File: config.mk
export PLATFORM = sky130hd
export DESIGN_NAME = lsu_sram_ctrl
export DESIGN_NICKNAME = d
export VERILOG_FILES = /design/src/rtl/lsu_sram_ctrl.sv
export SDC_FILE = /design/constraint.sdc
export NUM_CORES = 1
export LEC_CHECK = 0
export CORE_MARGIN = 2
export CORE_UTILIZATION = 44
export CTS_CLUSTER_DIAMETER = 100
export DETAILED_ROUTE_END_ITERATION = 12
export GPL_TIMING_DRIVEN = 0
export PLACE_DENSITY_LB_ADDON = 0.05
export SLEW_MARGIN = 0
export SYNTH_ARGS = -nofsm -noshare
export SYNTH_HDL_FRONTEND = slang
export SYNTH_SLANG_ARGS = --single-unit
File: constraint.sdc
create_clock -name clk -period 2.4 [get_ports clk]
set_input_delay 0.36 -clock clk [delete_from_list [all_inputs] [get_ports clk]]
set_output_delay 0.36 -clock clk [all_outputs]
set_load 0.02 [all_outputs]
File: src/rtl/lsu_sram_ctrl.sv
// EX-stage load/store controller: turns one memory op into a data-SRAM
// transaction over an addr_ok/data_ok split handshake and stalls the pipe until it completes.
module lsu_sram_ctrl #(
    parameter int CNT_W = 16
) (
    input  logic             clk,
    input  logic             resetn,
    input  logic             ls_valid,
    input  logic [3:0]       ls_op,
    input  logic [31:0]      ls_addr,
    input  logic [31:0]      ls_wdata,
    input  logic             flush,
    input  logic             clr_cnt,
    output logic             data_sram_req,
    output logic             data_sram_wr,
    output logic [3:0]       data_sram_wen,
    output logic [31:0]      data_sram_addr,
    output logic [31:0]      data_sram_wdata,
    input  logic             data_sram_addr_ok,
    input  logic             data_sram_data_ok,
    input  logic [31:0]      data_sram_rdata,
    output logic             stall_req,
    output logic             ls_done,
    output logic [31:0]      ls_rdata,
    output logic             ls_excp,
    output logic [CNT_W-1:0] stall_cycles
);

    localparam logic [1:0] ST_IDLE = 2'd0;
    localparam logic [1:0] ST_REQ  = 2'd1;
    localparam logic [1:0] ST_WAIT = 2'd2;
    localparam logic [1:0] ST_DONE = 2'd3;

    localparam logic [3:0] OP_LW  = 4'b1111;
    localparam logic [3:0] OP_LB  = 4'b0001;
    localparam logic [3:0] OP_LBU = 4'b0010;
    localparam logic [3:0] OP_LH  = 4'b0011;
    localparam logic [3:0] OP_LHU = 4'b0100;
    localparam logic [3:0] OP_SB  = 4'b1001;
    localparam logic [3:0] OP_SH  = 4'b1011;
    localparam logic [3:0] OP_SW  = 4'b1110;

    logic [1:0]       r_state;
    logic [1:0]       w_state_nxt;
    logic             r_cancel;
    logic             w_cancel_nxt;
    logic             r_wr;
    logic [3:0]       r_wen;
    logic [31:0]      r_addr;
    logic [31:0]      r_wdata;
    logic [31:0]      r_rdata;
    logic [CNT_W-1:0] r_cnt;

    logic             w_legal;
    logic             w_is_store;
    logic             w_excp;
    logic             w_start;
    logic [3:0]       w_wen;
    logic [31:0]      w_wdata;

    // Decode the op: legality, store flag, misalignment
    always_comb begin
        w_legal    = 1'b0;
        w_is_store = 1'b0;
        w_excp     = 1'b0;
        case (ls_op)
            OP_LB, OP_LBU: begin
                w_legal = 1'b1;
            end
            OP_LW: begin
                w_legal = 1'b1;
                w_excp  = (ls_addr[1:0] != 2'b00);
            end
            OP_LH, OP_LHU: begin
                w_legal = 1'b1;
                w_excp  = ls_addr[0];
            end
            OP_SB: begin
                w_legal    = 1'b1;
                w_is_store = 1'b1;
            end
            OP_SH: begin
                w_legal    = 1'b1;
                w_is_store = 1'b1;
                w_excp     = ls_addr[0];
            end
            OP_SW: begin
                w_legal    = 1'b1;
                w_is_store = 1'b1;
                w_excp     = (ls_addr[1:0] != 2'b00);
            end
            default: begin
                w_legal = 1'b0;
            end
        endcase
    end

    assign ls_excp = ls_valid & w_excp;
    assign w_start = ls_valid & w_legal & ~w_excp & ~flush;

    // Store byte-lane enables and lane-replicated write data
    always_comb begin
        w_wen   = 4'b0000;
        w_wdata = ls_wdata;
        case (ls_op)
            OP_SB: begin
                w_wen   = 4'b0001 << ls_addr[1:0];
                w_wdata = {4{ls_wdata[7:0]}};
            end
            OP_SH: begin
                w_wen   = 4'b0011 << ls_addr[1:0];
                w_wdata = {2{ls_wdata[15:0]}};
            end
            OP_SW: begin
                w_wen   = 4'b1111;
                w_wdata = ls_wdata;
            end
            default: begin
                w_wen   = 4'b0000;
                w_wdata = ls_wdata;
            end
        endcase
    end

    // Transaction FSM; a flush after the request is accepted only cancels the result
    always_comb begin
        w_state_nxt  = r_state;
        w_cancel_nxt = r_cancel;
        case (r_state)
            ST_IDLE: begin
                if (w_start) begin
                    w_state_nxt  = ST_REQ;
                    w_cancel_nxt = 1'b0;
                end else begin
                    w_state_nxt = ST_IDLE;
                end
            end
            ST_REQ: begin
                if (data_sram_addr_ok) begin
                    w_state_nxt  = ST_WAIT;
                    w_cancel_nxt = flush;
                end else if (flush) begin
                    w_state_nxt = ST_IDLE;
                end else begin
                    w_state_nxt = ST_REQ;
                end
            end
            ST_WAIT: begin
                if (data_sram_data_ok) begin
                    w_cancel_nxt = 1'b0;
                    if (r_cancel | flush) begin
                        w_state_nxt = ST_IDLE;
                    end else begin
                        w_state_nxt = ST_DONE;
                    end
                end else begin
                    w_cancel_nxt = r_cancel | flush;
                end
            end
            ST_DONE: begin
                w_state_nxt = ST_IDLE;
            end
            default: begin
                w_state_nxt  = ST_IDLE;
                w_cancel_nxt = 1'b0;
            end
        endcase
    end

    // State, cancel flag and returned load word
    always_ff @(posedge clk or negedge resetn) begin
        if (!resetn) begin
            r_state  <= ST_IDLE;
            r_cancel <= 1'b0;
            r_rdata  <= 32'h0000_0000;
        end else begin
            r_state  <= w_state_nxt;
            r_cancel <= w_cancel_nxt;
            if ((r_state == ST_WAIT) && data_sram_data_ok && !(r_cancel || flush)) begin
                r_rdata <= data_sram_rdata;
            end
        end
    end

    // Latch the request fields at start so EX may change underneath us
    always_ff @(posedge clk or negedge resetn) begin
        if (!resetn) begin
            r_wr    <= 1'b0;
            r_wen   <= 4'b0000;
            r_addr  <= 32'h0000_0000;
            r_wdata <= 32'h0000_0000;
        end else if ((r_state == ST_IDLE) && w_start) begin
            r_wr    <= w_is_store;
            r_wen   <= w_wen;
            r_addr  <= {ls_addr[31:2], 2'b00};
            r_wdata <= w_wdata;
        end
    end

    // Saturating stall-cycle counter, clear wins over increment
    always_ff @(posedge clk or negedge resetn) begin
        if (!resetn) begin
            r_cnt <= {CNT_W{1'b0}};
        end else if (clr_cnt) begin
            r_cnt <= {CNT_W{1'b0}};
        end else if (stall_req && (r_cnt != {CNT_W{1'b1}})) begin
            r_cnt <= r_cnt + {{(CNT_W-1){1'b0}}, 1'b1};
        end
    end

    assign data_sram_req   = (r_state == ST_REQ);
    assign data_sram_wr    = r_wr;
    assign data_sram_wen   = r_wen;
    assign data_sram_addr  = r_addr;
    assign data_sram_wdata = r_wdata;
    assign stall_req       = ((r_state == ST_IDLE) & w_start) | (r_state == ST_REQ) | (r_state == ST_WAIT);
    assign ls_done         = (r_state == ST_DONE);
    assign ls_rdata        = r_rdata;
    assign stall_cycles    = r_cnt;

endmodule

Word level (Yosys, flattened, before mapping)
Cells that the tools add are included.
Operators by class
  add/subtract/negate cells: 1
  eq/ne operators: 15
  shift-type cells: 2
  muxes and demuxes: 17
  bitwise logic cells: 10
  reductions and logical operators: 15
Operators with widths (count)
  case mux 32 bit (2 select lines): 1
  2-to-1 mux 16 bit: 2
  adder 16 x 1 -> 16 bit, second input constant: 1
  equality test 4 bit, second input constant: 4
  inequality test 16 bit, second input constant: 1
  case mux 4 bit (3 select lines): 1
  equality test 4 x 2 -> 1 bit, second input constant: 2
  case mux 2 bit (4 select lines): 1
  OR reduction 8 bit: 1
  2-to-1 mux 1 bit: 7
  2-to-1 mux 2 bit: 3
  OR reduction 3 bit: 2
  AND 1 bit: 5
  equality test 2 bit, second input constant: 2
  equality test 4 x 1 -> 1 bit, second input constant: 1
  equality test 4 x 3 -> 1 bit, second input constant: 1
  logical AND 1 bit: 4
  inequality test 2 bit, second input constant: 2
  nonzero test 2 bit: 2
  << shifter 1 x 2 -> 4 bit, first input constant: 1
  << shifter 2 x 2 -> 4 bit, first input constant: 1
  bitwise OR 1 bit: 3
  case mux 1 bit (3 select lines): 1
  AND reduction 3 bit: 1
  9 further kinds: 10
Storage, ports and cells
  bits in registers: 118
  bits of input ports: 107
  output and inout port bits: 121
  word-level logic and storage cells: 68

Longest topological paths before layout
  depth in word-level cells: 12
  depth in mapped cells: 8
  mapped depth without buffers: 7

Least setup slack after synthesis
Ideal clock, no wire load.
  path kind: input to output
  from: in ls_op[0]
  to: out stall_req
  arrival time: 1.782 ns
  required time: 2.040 ns
  slack: 0.258 ns
  cell stages on the path: 7
  path buffers: 3
  cells stage by stage: buf_6 > nor3b_1 > a211o_2 > o2111ai_4 > buf_2 > buf_4 > nand2_1
Between the ends
  longest elaborated chain between the ends: 9
  elaborated cells between the ends (all ways): 20
  classes of those cells: eq/ne: 8; mux: 2; bitwise: 7; reduce/logical: 3
Ends and longest elaborated chain
  from (decl): line 9  | input logic [3:0] ls_op,
  equality test 4 bit, or another cell as far along: line 66  | case (ls_op)
  OR reduction 8 bit (no source line), or another cell as far along
  2-to-1 mux 1 bit / case mux 1 bit (2 select lines) (equally long branches): line 66
  AND 1 bit / inverter 1 bit (equally long branches): line 99  | assign w_start = ls_valid & w_legal & ~w_excp & ~flush;
  AND 1 bit (*) (2 in a row): line 99
  AND 1 bit (*): line 216  | assign stall_req = ((r_state == ST_IDLE) & w_start) | (r_state == ST_REQ) | (r_state == ST_WAIT);
  bitwise OR 1 bit (*) (2 in a row): line 216
  to (decl): line 22  | output logic stall_req,
Mark *: on every way between the ends. The rest lies on a longest branch, timed or not.

Worst setup path in the final report
  from: reg r_state[0]
  to: reg r_rdata[2] (netlist: ls_rdata[2])
Between the ends
  longest elaborated chain between the ends: 3
Ends and longest elaborated chain
  from (decl): line 43  | logic [1:0] r_state;
  from (signal assigned): line 177  | r_state <= w_state_nxt;
  equality test 2 bit: line 179  | if ((r_state == ST_WAIT) && data_sram_data_ok && !(r_cancel || flush)) begin
  logical AND 1 bit (2 in a row): line 179
  to (signal assigned): line 180  | r_rdata <= data_sram_rdata;
  to (decl): line 51  | logic [31:0] r_rdata;
Every way passes these cells.
A chain may end at the register's enable or synchronous reset.

==> metrics.md <==
| Metric | Value |
|---|---|
| Status | `completed` |
| 1st-iter DRT viols | `195` |
| Initial Util | `44.8%` |
| Total Routing Usage GR | `between 20% and 30%` |
| Yosys top cell area share | `52.4%` |
| M1 WL | `approximately 7 mm` |
| Hold Fails Final Rpt | `0` |
| Post-layout util | `69.9%` |
| Layout cells sized above 1 | `13.4%` |
| Netlist cell types | `46` |
| Max Freq | `446 MHz` |
| Register area share after synthesis | `52.4%` |
| Die area | `0.0137 mm^2` |
| Grt ovf | `0` |
| Clk sinks | `118` |
| Num CTS Buffers | `17` |
| Worst EP required | `2.69 ns` |
| Via/cell ratio | `4.97` |
| Metal2 WL | `8.51 mm` |
| CTS tree | `built` |
| Worst hold margin | `between 0.2 and 0.3 ns` |
| Cells after synthesis | `556` |
| Drt drc | `0` |
| Syn Std Cell Area | `between 0.005 and 0.006 mm^2` |
| Final setup viols | `0` |
| Sw Pwr | `2.07 mW` |
| CP startpoint kind | `flop` |
| Dpl hpwl | `around 13 mm` |
| Most frequent cells in the layout | `clkdlybuf4s50_1, nand2_1, dfrtp_1` |
| Antenna Cells | `0` |
| Slew Limit Fails | `0` |
| Antenna violations before repair | `0` |
| Top FF cell, synth | `dfrtp_1` |
| Part of the power in registers | `35.0%` |
| PD cells | `825 mW/mm^2` |
| Layout net count | `about 900` |
| Clk pwr share | `a little under two fifths` |
| I/O pin total | `228` |
| Setup crit end kind | `flop` |
| Worst-path clk slew | `0.05 ns` |
| Int Pwr | `5.18 mW` |
| Post-synth ARST share | `100%` |
| Vert. Die Dim | `117 um` |
| RSZ-0062 raised after global routing | `false` |
| Worst skew pair latency | `0.41 ns` |
| Yosys reg bits | `approximately 120` |
| Die X | `117 um` |
| MaxCap Viol Count | `0` |
| Post-DRT Antenna Nets | `0` |
| Post-DP Area | `0.00811 mm^2` |
| Avg Inst Size Synth | `approximately 10 um^2` |
| First-pass GRT wire length | `between 20 and 30 mm` |
| Max Root-Sink Buffers | `2` |
| Yosys top cell by area | `dfrtp_1` |
| Fin Clk Skew | `0.00441 ns` |
| Routed WL | `17.3 mm` |
| Pleak | `4.02 nW` |
| Met3 Wirelength | `roughly 1.4 mm` |
| CP max FO | `10` |
| Class of the worst hold path | `in -> reg` |
| Placement Rows | `41` |
| Total power | `7.25 mW` |
| Sw frac | `28.5%` |
| Worst-margin pin slew | `around 0.96 ns` |
| Slew margin rel. | `between 30 and 40%` |
| Synthesis Warnings | `0` |
| Most area-consuming cells after synthesis | `dfrtp_1, nand2_1, mux2_2` |
| Setup CP Type | `reg -> reg` |
| Core Area | `roughly 0.013 mm^2` |
| Drt pass-1 iters | `4` |
| Vias in the first global route | `4937` |
| CTS H-Tree Depth | `4` |
| Root buffer cell | `clkbuf_16` |
| # fillers | `1020` |
| EDFF count, synth | `0` |
| Top Layer Used | `met4` |
| Routability cong. | `0.908` |
| Area Growth Syn to Fin | `55.9%` |
| VDD IR max | `0.425 mV` |
| Min Tclk post-route | `2.24 ns` |
| Most common cell after layout, fill and taps aside | `clkdlybuf4s50_1` |
| Power share of the combinational group | `27.3%` |
| Port buffer count | `approximately 220` |
| Largest net degree at the start of global routing | `69` |
| Finished Cell Area | `0.00879 mm^2` |
| Part of the cycle the worst path needs | `a little over 90%` |
| Worst Path Arrival | `2.53 ns` |
| WL/cell | `17.5 um` |
| Via count | `4897` |
==> routing by layer <==
metal  vias to the layer above  GRT usage [%]
met1                      2339           30.1
met2                       174           43.6
met3                        24           8.24
met5                         -              0
li1                       2360              -
met4                         0           9.96
==> cell usage after synthesis (2+ instances only) <==
| library cell | count |
|---|---|
| mux2_2 | 35 |
| nand2_1 | 158 |
| inv_1 | 8 |
| nor4bb_1 | 2 |
| a211oi_1 | 6 |
| o21ai_0 | 35 |
| nand3_1 | 6 |
| and2_1 | 4 |
| buf_2 | 4 |
| nand4_1 | 5 |
| o211ai_1 | 3 |
| mux2i_1 | 25 |
| ha_1 | 6 |
| and4_1 | 2 |
| a21oi_1 | 14 |
| or4_1 | 2 |
| dfrtp_1 | 118 |
| nor2_1 | 29 |
| buf_6 | 3 |
| a21o_1 | 2 |
| nor3_1 | 2 |
| mux2_4 | 7 |
| a211oi_2 | 6 |
| clkbuf_1 | 13 |
| buf_1 | 4 |
| and3_1 | 3 |
| nor2b_1 | 17 |
| nor3b_1 | 2 |
| nand2b_1 | 4 |
| o2111ai_1 | 2 |
| mux2_1 | 5 |
| buf_4 | 10 |
==> flip-flops by register name (all words and copies together), names as in the netlist <==
signal,cells
data_sram_wen,4
r_state,2
data_sram_wr,1
data_sram_addr,30
r_cancel,1
stall_cycles,16
data_sram_wdata,32
ls_rdata,32
==> critical path, cell delays in order (launching register included) <==
cell      delay [ns]
dfrtp_1         0.41
inv_1           0.12
ha_1            0.26
and3_1          0.21
and2_1          0.19
clkbuf_1        0.24
clkbuf_2        0.32
mux2_2          0.37
==> area by class of cell <==
type / instances / area, um^2 / share of cell area [%]
Buffer: 33 / 201 / 2.29
Sequential cell: 118 / 2950 / 33.6
Multi-Input combinational cell: 396 / 2480 / 28.2
Inverter: 9 / 33.8 / 0.384
Timing Repair Buffer: 226 / 2270 / 25.8
Clock buffer: 23 / 468 / 5.32
Clock inverter: 9 / 173 / 1.96
Tap cell: 172 / 215 / 2.45
==> power by group through the flow <==
stage	Clock (mW)	Sequential [mW]	Combinational [mW]
2_1_floorplan	0	2.98	0.414
3_3_place_gp	0	2.54	1.95
3_5_place_dp	0	2.56	1.99
4_1_cts	2.78	2.53	2.00
5_1_grt	2.88	2.57	2.12
6_report	2.74	2.53	1.98
==> final timing paths <==
path | start | to | slack, ns | depth (start not counted)
hold reg to reg | data_sram_addr[27] | data_sram_addr[27] | 0.47 | 2
min in group asynchronous | resetn | data_sram_wen[1] | 0.46 | 2
max in group asynchronous | resetn | data_sram_addr[18] | 1.22 | 3
setup reg to reg | r_state[0] | ls_rdata[2] | 0.16 | 7
hold / removal | ls_op[3] | data_sram_wen[1] | 0.26 | 3
setup / recovery | r_state[0] | ls_rdata[2] | 0.16 | 7
==> what timing repair did <==
item | 4_1_cts | 5_1_grt
hold endpoints to repair | 50 | 0
pin swaps | 2 | 0
endpoints found under the setup margin | 2 | 21
hold buffers | 1 | 0
buffers inserted | 2 | 0
resized for setup | 16 | 4
==> logic make-up after synthesis <==
| logic type | after synthesis | share of synthesized area (%) |
|---|---|---|
| AO/OA/AOI/OAI | 78 | 9.32 |
| buffers and inverters | 43 | 4.02 |
| other | 1 | 0.0665 |
| multiplexers | 72 | 14.3 |
| flip-flops | 118 | 52.4 |
| adder cells (fa/ha/maj) | 6 | 1.33 |
| AND/OR/NAND/NOR | 238 | 18.6 |
==> through the flow <==
| stage | std cells | setup TNS, ns | setup slack, ns |
|---|---|---|---|
| final | 986 | 0 | 0.159 |
| after global routing | 986 | 0 | 0.0111 |
| after CTS | 986 | 0 | 0.000377 |
| after detailed placement | 952 | -23.30 | -0.979 |
| after global placement | 951 | -442.70 | -3.63 |
| after floorplan | 557 | 0 | 0.258 |
Note: power is estimated with default switching activity, not from simulation.
